$ cat src/rtl/disp_scan_arbiter_pkg.sv
// -----------------------------------------------------------------------------
// disp_pkg
// Shared definitions for the multiplexed seven-segment display scanner:
//   HEX_SEG     nibble -> active-low segment pattern (a..g on bit6..bit0)
//   AN_OFF      all anodes off (active-low)
//   SEG_OFF     all segments off (active-low)
//   scan_state_t  scanner states SCAN / BLANK
//   upper_zero()  true when every nibble from digit d upward is zero
// -----------------------------------------------------------------------------
package disp_pkg;

  localparam logic [7:0] AN_OFF  = 8'hFF;
  localparam logic [6:0] SEG_OFF = 7'h7F;

  localparam logic [6:0] HEX_SEG [0:15] = '{
    7'h01, 7'h4F, 7'h12, 7'h06, 7'h4C, 7'h24, 7'h20, 7'h0F,
    7'h00, 7'h04, 7'h08, 7'h60, 7'h31, 7'h42, 7'h30, 7'h38
  };

  typedef enum logic {
    SCAN  = 1'b0,
    BLANK = 1'b1
  } scan_state_t;

  // True when word[31:4*d] is all zero, i.e. digit d and everything above it
  // would only show leading zeros.
  function automatic logic upper_zero(input logic [31:0] word, input logic [2:0] d);
    logic [31:0] mask;
    mask = 32'hFFFF_FFFF << {d, 2'b00};
    return ((word & mask) == 32'h0000_0000);
  endfunction

endpackage

$ cat src/rtl/disp_scan_arbiter_rr_arb.sv
// -----------------------------------------------------------------------------
// disp_rr_arb
// Two-requester round-robin arbiter with a minimum-hold counter. Decisions are
// taken only when strobe (the frame boundary) is high.
// Ports:
//   clk        system clock
//   Rst_n      asynchronous active-low reset (grant returns to source 0)
//   strobe     frame-boundary pulse; arbitration happens only on this cycle
//   req[1:0]   level-sensitive requests from source 0 / source 1
//   grant      registered one-hot grant
//   grant_nxt  grant that will be registered at the coming edge, so the
//              scanner can latch the matching data word on the same edge
// -----------------------------------------------------------------------------
module disp_rr_arb
  import disp_pkg::*;
#(
  parameter int HOLD_FRAMES = 4
) (
  input  logic       clk,
  input  logic       Rst_n,
  input  logic       strobe,
  input  logic [1:0] req,
  output logic [1:0] grant,
  output logic [1:0] grant_nxt
);

  localparam int HW = (HOLD_FRAMES > 1) ? $clog2(HOLD_FRAMES) : 1;
  localparam logic [HW-1:0] HOLD_MAX = HW'(HOLD_FRAMES - 1);
  localparam logic [HW-1:0] HOLD_ONE = HW'(1);

  logic [1:0]    grant_r;
  logic [1:0]    grant_nxt_s;
  logic [HW-1:0] hold_r;
  logic [HW-1:0] hold_nxt_s;
  // Set from reset until the first boundary: reset counts as a fresh grant
  // whose first frame begins at that boundary, so it must not be pre-expired.
  logic          first_r;
  logic          cur_req_s;
  logic          oth_req_s;

  // Arbitration decision and hold-counter update for the next frame.
  always_comb begin
    grant_nxt_s = grant_r;
    hold_nxt_s  = hold_r;
    cur_req_s   = grant_r[1] ? req[1] : req[0];
    oth_req_s   = grant_r[1] ? req[0] : req[1];
    if (strobe) begin
      if (!cur_req_s && oth_req_s) begin
        grant_nxt_s = {grant_r[0], grant_r[1]};
        hold_nxt_s  = '0;
      end else if (!first_r && cur_req_s && oth_req_s && (hold_r >= HOLD_MAX)) begin
        grant_nxt_s = {grant_r[0], grant_r[1]};
        hold_nxt_s  = '0;
      end else if (first_r) begin
        hold_nxt_s  = '0;
      end else if (hold_r < HOLD_MAX) begin
        hold_nxt_s  = hold_r + HOLD_ONE;
      end else begin
        hold_nxt_s  = hold_r;
      end
    end else begin
      grant_nxt_s = grant_r;
      hold_nxt_s  = hold_r;
    end
  end

  // Grant, hold counter and first-boundary flag registers.
  always_ff @(posedge clk or negedge Rst_n) begin
    if (!Rst_n) begin
      grant_r <= 2'b01;
      hold_r  <= '0;
      first_r <= 1'b1;
    end else begin
      grant_r <= grant_nxt_s;
      hold_r  <= hold_nxt_s;
      if (strobe) begin
        first_r <= 1'b0;
      end
    end
  end

  assign grant     = grant_r;
  assign grant_nxt = grant_nxt_s;

endmodule

$ cat src/rtl/disp_scan_arbiter.sv
// -----------------------------------------------------------------------------
// disp_scan_arbiter
// Scans an 8-digit multiplexed seven-segment display with inter-digit blanking
// and arbitrates it between two 32-bit hex sources. The displayed word is
// snapshotted once per frame so digits never tear.
// Build option: DISP_LEADING_ZERO_BLANK_EN - when defined, digits 1..7 whose
// nibble and all higher nibbles are zero are kept dark.
// Ports:
//   clk          system clock
//   Rst_n        asynchronous active-low reset
//   req[1:0]     per-source display request (level)
//   data0/data1  source words; nibble k goes to digit k
//   digit_en     per-digit enable, 0 keeps that anode off
//   an           anodes, active-low, one-hot-low or all ones
//   sev_out      segments a..g on bit6..bit0, active-low
//   grant        one-hot displayed source
//   frame_start  one-cycle pulse when digit 0 of a new frame lights
// -----------------------------------------------------------------------------
module disp_scan_arbiter
  import disp_pkg::*;
#(
  parameter int CLK_DIV     = 500,
  parameter int BLANK_CYC   = 8,
  parameter int HOLD_FRAMES = 4
) (
  input  logic        clk,
  input  logic        Rst_n,
  input  logic [1:0]  req,
  input  logic [31:0] data0,
  input  logic [31:0] data1,
  input  logic [7:0]  digit_en,
  output logic [7:0]  an,
  output logic [6:0]  sev_out,
  output logic [1:0]  grant,
  output logic        frame_start
);

  localparam int CNT_MAX = (CLK_DIV > BLANK_CYC) ? CLK_DIV : BLANK_CYC;
  localparam int CW      = $clog2(CNT_MAX + 1);
  localparam logic [CW-1:0] SCAN_LAST  = CW'(CLK_DIV - 1);
  localparam logic [CW-1:0] BLANK_LAST = CW'((BLANK_CYC > 0) ? (BLANK_CYC - 1) : 0);
  localparam logic [CW-1:0] CNT_ONE    = CW'(1);

  scan_state_t   state_r, state_nxt_s;
  logic [2:0]    digit_r, digit_nxt_s;
  logic [CW-1:0] cnt_r, cnt_nxt_s;
  logic [31:0]   frame_r, frame_nxt_s;
  logic [7:0]    an_r, an_nxt_s;
  logic [6:0]    sev_r, sev_nxt_s;
  logic          fs_r, fs_nxt_s;
  logic          enter_scan_s;
  logic          boundary_s;
  logic          show_s;
  logic [3:0]    nib_s;
  logic [1:0]    grant_nxt_s;

  // Frame-boundary arbiter: decides the source for the frame about to start.
  disp_rr_arb #(
    .HOLD_FRAMES (HOLD_FRAMES)
  ) u_arb (
    .clk       (clk),
    .Rst_n     (Rst_n),
    .strobe    (boundary_s),
    .req       (req),
    .grant     (grant),
    .grant_nxt (grant_nxt_s)
  );

  // Scan sequencer: SCAN for CLK_DIV cycles, BLANK for BLANK_CYC cycles.
  always_comb begin
    state_nxt_s  = state_r;
    digit_nxt_s  = digit_r;
    cnt_nxt_s    = cnt_r;
    enter_scan_s = 1'b0;
    case (state_r)
      SCAN: begin
        if (cnt_r == SCAN_LAST) begin
          cnt_nxt_s = '0;
          if (BLANK_CYC == 0) begin
            state_nxt_s  = SCAN;
            digit_nxt_s  = digit_r + 3'd1;
            enter_scan_s = 1'b1;
          end else begin
            state_nxt_s  = BLANK;
          end
        end else begin
          cnt_nxt_s = cnt_r + CNT_ONE;
        end
      end
      BLANK: begin
        // With no blanking the only BLANK visit is the one left by reset.
        if ((BLANK_CYC == 0) || (cnt_r == BLANK_LAST)) begin
          cnt_nxt_s    = '0;
          state_nxt_s  = SCAN;
          digit_nxt_s  = digit_r + 3'd1;
          enter_scan_s = 1'b1;
        end else begin
          cnt_nxt_s = cnt_r + CNT_ONE;
        end
      end
      default: begin
        state_nxt_s = BLANK;
        digit_nxt_s = 3'd7;
        cnt_nxt_s   = '0;
      end
    endcase
    boundary_s = enter_scan_s && (digit_nxt_s == 3'd0);
  end

  // Next displayed pattern. an/sev are decided only on SCAN entry and then
  // held, so digit_en or data changes never cut a lit digit.
  always_comb begin
    frame_nxt_s = boundary_s ? (grant_nxt_s[1] ? data1 : data0) : frame_r;
    nib_s       = frame_nxt_s[{digit_nxt_s, 2'b00} +: 4];
`ifdef DISP_LEADING_ZERO_BLANK_EN
    show_s      = digit_en[digit_nxt_s] &&
                  ((digit_nxt_s == 3'd0) || !upper_zero(frame_nxt_s, digit_nxt_s));
`else
    show_s      = digit_en[digit_nxt_s];
`endif
    an_nxt_s    = an_r;
    sev_nxt_s   = sev_r;
    fs_nxt_s    = 1'b0;
    if (enter_scan_s) begin
      sev_nxt_s = HEX_SEG[nib_s];
      fs_nxt_s  = boundary_s;
      if (show_s) begin
        an_nxt_s = ~(8'b0000_0001 << digit_nxt_s);
      end else begin
        an_nxt_s = AN_OFF;
      end
    end else if (state_nxt_s == BLANK) begin
      an_nxt_s  = AN_OFF;
      sev_nxt_s = SEG_OFF;
    end else begin
      an_nxt_s  = an_r;
      sev_nxt_s = sev_r;
    end
  end

  // State, snapshot and registered output drive.
  always_ff @(posedge clk or negedge Rst_n) begin
    if (!Rst_n) begin
      state_r <= BLANK;
      digit_r <= 3'd7;
      cnt_r   <= '0;
      frame_r <= 32'h0000_0000;
      an_r    <= AN_OFF;
      sev_r   <= SEG_OFF;
      fs_r    <= 1'b0;
    end else begin
      state_r <= state_nxt_s;
      digit_r <= digit_nxt_s;
      cnt_r   <= cnt_nxt_s;
      frame_r <= frame_nxt_s;
      an_r    <= an_nxt_s;
      sev_r   <= sev_nxt_s;
      fs_r    <= fs_nxt_s;
    end
  end

  assign an          = an_r;
  assign sev_out     = sev_r;
  assign frame_start = fs_r;

endmodule
$ cat config.mk
export PLATFORM = sky130hd
export DESIGN_NAME = disp_scan_arbiter
export DESIGN_NICKNAME = d
export VERILOG_FILES = /design/src/rtl/disp_scan_arbiter_pkg.sv /design/src/rtl/disp_scan_arbiter_rr_arb.sv /design/src/rtl/disp_scan_arbiter.sv
export SDC_FILE = /design/constraint.sdc
export NUM_CORES = 1
export LEC_CHECK = 0
export ABC_AREA = 1
export BUFFER_PORTS_ARGS = -buffer_cell sky130_fd_sc_hd__clkbuf_2
export CAP_MARGIN = 30
export CORE_MARGIN = 2
export CORE_UTILIZATION = 40
export DETAILED_ROUTE_END_ITERATION = 10
export HOLD_SLACK_MARGIN = 0.1
export PLACE_DENSITY = 0.72
export SYNTH_ARGS = -nofsm -noshare
export SYNTH_HDL_FRONTEND = slang
export SYNTH_SLANG_ARGS = --single-unit
$ cat constraint.sdc
create_clock -name clk -period 3.5 [get_ports clk]
set_input_delay 0.175 -clock clk [delete_from_list [all_inputs] [get_ports clk]]
set_output_delay 0.175 -clock clk [all_outputs]
set_load 0.01 [all_outputs]
==> impl_metrics.csv <==
group,metric,value,unit
setup_path,critPathBufInv,8,
worst_hold_path,min_path_type,"input pin to flip-flop",
setup_path,start_kind,"flip-flop",
routing,wirelength,11800,um
routing,drt_iter0_drc,303,
die,initial_core_util,40.9,%
pwr,p_leak,2.86,nW
die,row_count,37,
placed_design,dpl.hpwl,8170,um
timing,relSlewSlack,41.8,%
cells_and_area,area_growth_syn_to_layout,28.5,%
worst_hold_path,hold_path_depth,5,
placed_design,io_buffers,93,
logic_synthesis,yosysUniqueCellTypes,37,
pwr,p_total,1.50,mW
setup_path,cp.depth,28,
logic_synthesis,yosysWarnings,0,
cells_and_area,layout_commonest_cell,"nand3_1",
clock_tree,cts.clk_slew.worst_paths,0.07,ns
worst_hold_path,min-delay-start,"data0[26]",
logic_synthesis,synth_cells,547,
setup_path,rr_worst_depth,28,
timing,drv_slew,0,
cells_and_area,diodes,0,
pwr,p_per_area,279,nW/um2
setup_path,cp_max_fo,20,
routing,via_count,4154,
global_routing,antenna_found_initial,0,
logic_synthesis,netlist_area,4180,um2
setup_path,slowest_delay,0.41,ns
cells_and_area,drive_gt1_share,35.0,%
pwr,ir_drop,0.190,mV
logic_synthesis,synthTopCellsByArea,"dfrtp_1 (27%), dfstp_2 (13%), nand3_1 (12%)",
setup_path,worst_ep_arrival_time,3.63,ns
logic_synthesis,ys_seq_elements,66,
setup_path,r2r_start,"cnt_r[0]",
logic_synthesis,synth_nets,632,
global_routing,grt_start_max_net_pins,53,
run_status,status,"complete, no violations",
clock_tree,cts_tree,"yes",
die,dieHeight,106,um
clock_tree,numClockSinks,66,
cells_and_area,fin_nets,751,
flow_run,drv_cap,0,
global_routing,grt_pass1_vias,3839,
timing,setup_slack,0.173,ns
setup_path,slowest_stage,"dfrtp_1",
logic_synthesis,synth.avg_cell_area,7.65,um2
setup_path,path_class,"flip-flop to flip-flop",
routing,ant_nets,0,
die,design.die.area,11300,um2
placed_design,post-place-ws,0.0977,ns
placed_design,globalplace.congestion,0.907,
clock_tree,ctsRootBufferMaster,"clkbuf_8",
cells_and_area,nFillCells,900,
clock_tree,clock_latency,0.35,ns
die,ioPinCount,94,
routing,routedWlPerCell,14.6,um
routing,drt-pass1-iter-count,5,
die,dieWidth,106,um
global_routing,grt.overflow.total,0,
timing,finalCriticalPeriod,3.33,ns
setup_path,cp_top_family,"simple AND/OR/NAND/NOR gates",
timing,worstMarginPinSlew,0.873,ns
setup_path,cp_common_cell,"nand3_1",
setup_path,crit_start,"cnt_r[0]",
timing,fin_worst_skew,0.00706,ns
global_routing,grt_pass1_wl,17900,um
logic_synthesis,synth_top_area_cell,"dfrtp_1",
setup_path,end_kind,"flip-flop",
timing,final-setup-viol-count,0,
global_routing,grt_usage,20.0,%
clock_tree,htreeDepth,3,
timing,post-route-period-util,95.1,%
logic_synthesis,yosysTopAreaCellShare,26.9,%
logic_synthesis,ys_seq_area_share,40.1,%
timing,max_freq,301,MHz
die,core,10200,um2
cells_and_area,final_cell_mix,"nand3_1 (101), nand2_1 (95), clkbuf_2 (93), nor2_1 (59), inv_1 (52)",
routing,drc,0,
clock_tree,clockBufferDepth,2,
setup_path,crit_required,3.80,ns
timing,hold_viol,0,
clock_tree,cts-buffers-inserted,9,
routing,vias_per_cell,5.15,
==> through the flow <==
| stage | setup TNS, ns | hold WS, ns | area, um2 | util [%] | std cells |
|---|---|---|---|---|---|
| after floorplan | 0 | -0.121 | 4180 | - | 547 |
| after global placement | 0 | 0.329 | 4780 | 46.7 | 770 |
| after detailed placement | 0 | 0.340 | 4780 | 46.7 | 770 |
| after CTS | 0 | 0.157 | 4990 | 48.8 | 787 |
| after global routing | -0.354 | 0.181 | 5380 | 52.5 | 807 |
| final | 0 | 0.159 | 5380 | 52.5 | 807 |
==> area by class of cell <==
class                           count  area (um2)  area share, %
Inverter                           61         234           4.35
Sequential cell                    66        1680           31.2
Clock buffer                       10         138           2.56
Tap cell                          136         170           3.17
Clock inverter                      6        66.3           1.23
Timing Repair Buffer              127         868           16.2
Multi-Input combinational cell    401        2220           41.3
==> worst paths after layout <==
check | end | slack [ns]
worst min-delay path | frame_r[26] | 0.16
worst min register to register | frame_r[16] | 0.49
worst max register to register | sev_out[4] | 0.17
max in group asynchronous | an[0] | 2.22
min in group asynchronous | cnt_r[7] | 0.47
worst max-delay path | sev_out[4] | 0.17
==> cell usage after synthesis (all sizes together) <==
| cell | number |
|---|---|
| nand2 | 111 |
| nand3 | 108 |
| nor2 | 66 |
| inv | 61 |
| dfrtp | 45 |
| or2 | 27 |
| dfstp | 21 |
| and2 | 20 |
| buf | 18 |
| o21ai | 18 |
| a21oi | 10 |
| ha | 9 |
| a31oi | 8 |
| o211ai | 6 |
| nor3 | 4 |
| nand4 | 3 |
| o21a | 3 |
| o22ai | 3 |
| clkbuf | 2 |
| a41oi | 1 |
| o311ai | 1 |
| o32ai | 1 |
| xor2 | 1 |
==> registers in the layout, indices dropped and copies added, names as in the netlist, 2 cells and up <==
| register | cells |
|---|---|
| frame_r | 32 |
| u_arb.hold_r | 2 |
| cnt_r | 9 |
| digit_r | 3 |
| an | 8 |
| u_arb.grant | 2 |
| sev_out | 7 |
==> routing by layer <==
layer  GRT usage (%)  up-vias  share of wire [%]
met3            4.41       19                6.0
met4            5.36        0                1.4
met5               0        -                  0
li1                -     2017                  -
met2            33.6      141                 50
met1            25.9     1977                 43
==> where the power goes <==
part	total [mW]	leakage (nW)	switching [mW]	internal [mW]
clock	0.658	0.0945	0.311	0.348
sequential	0.763	0.833	0	0.763
combinational	0.0781	1.94	0.0390	0.0390
total	1.50	2.86	0.350	1.15
==> worst min-delay path, cell delays in order <==
cell	delay, ns
clkbuf_2	0.08
nand2_1	0.04
nand3_1	0.06
nand2_1	0.07
inv_1	0.05
==> timing repair <==
item	in CTS	in global routing
hold endpoints to repair	14	0
resized for setup	0	34
setup buffers	0	15
hold buffers	1	0
setup endpoints to repair	0	7
==> kinds of logic after synthesis <==
logic type,count (synthesis),synth area share [%]
xor gates and xnor gates,1,0.209
adders and majority gates,9,2.69
buffers and inverters,81,9.24
AOI/OAI and AO/OA,51,7.63
and+or+nand+nor,339,40.1
DFF,66,40.1
Power figures use the tool's default switching activity.
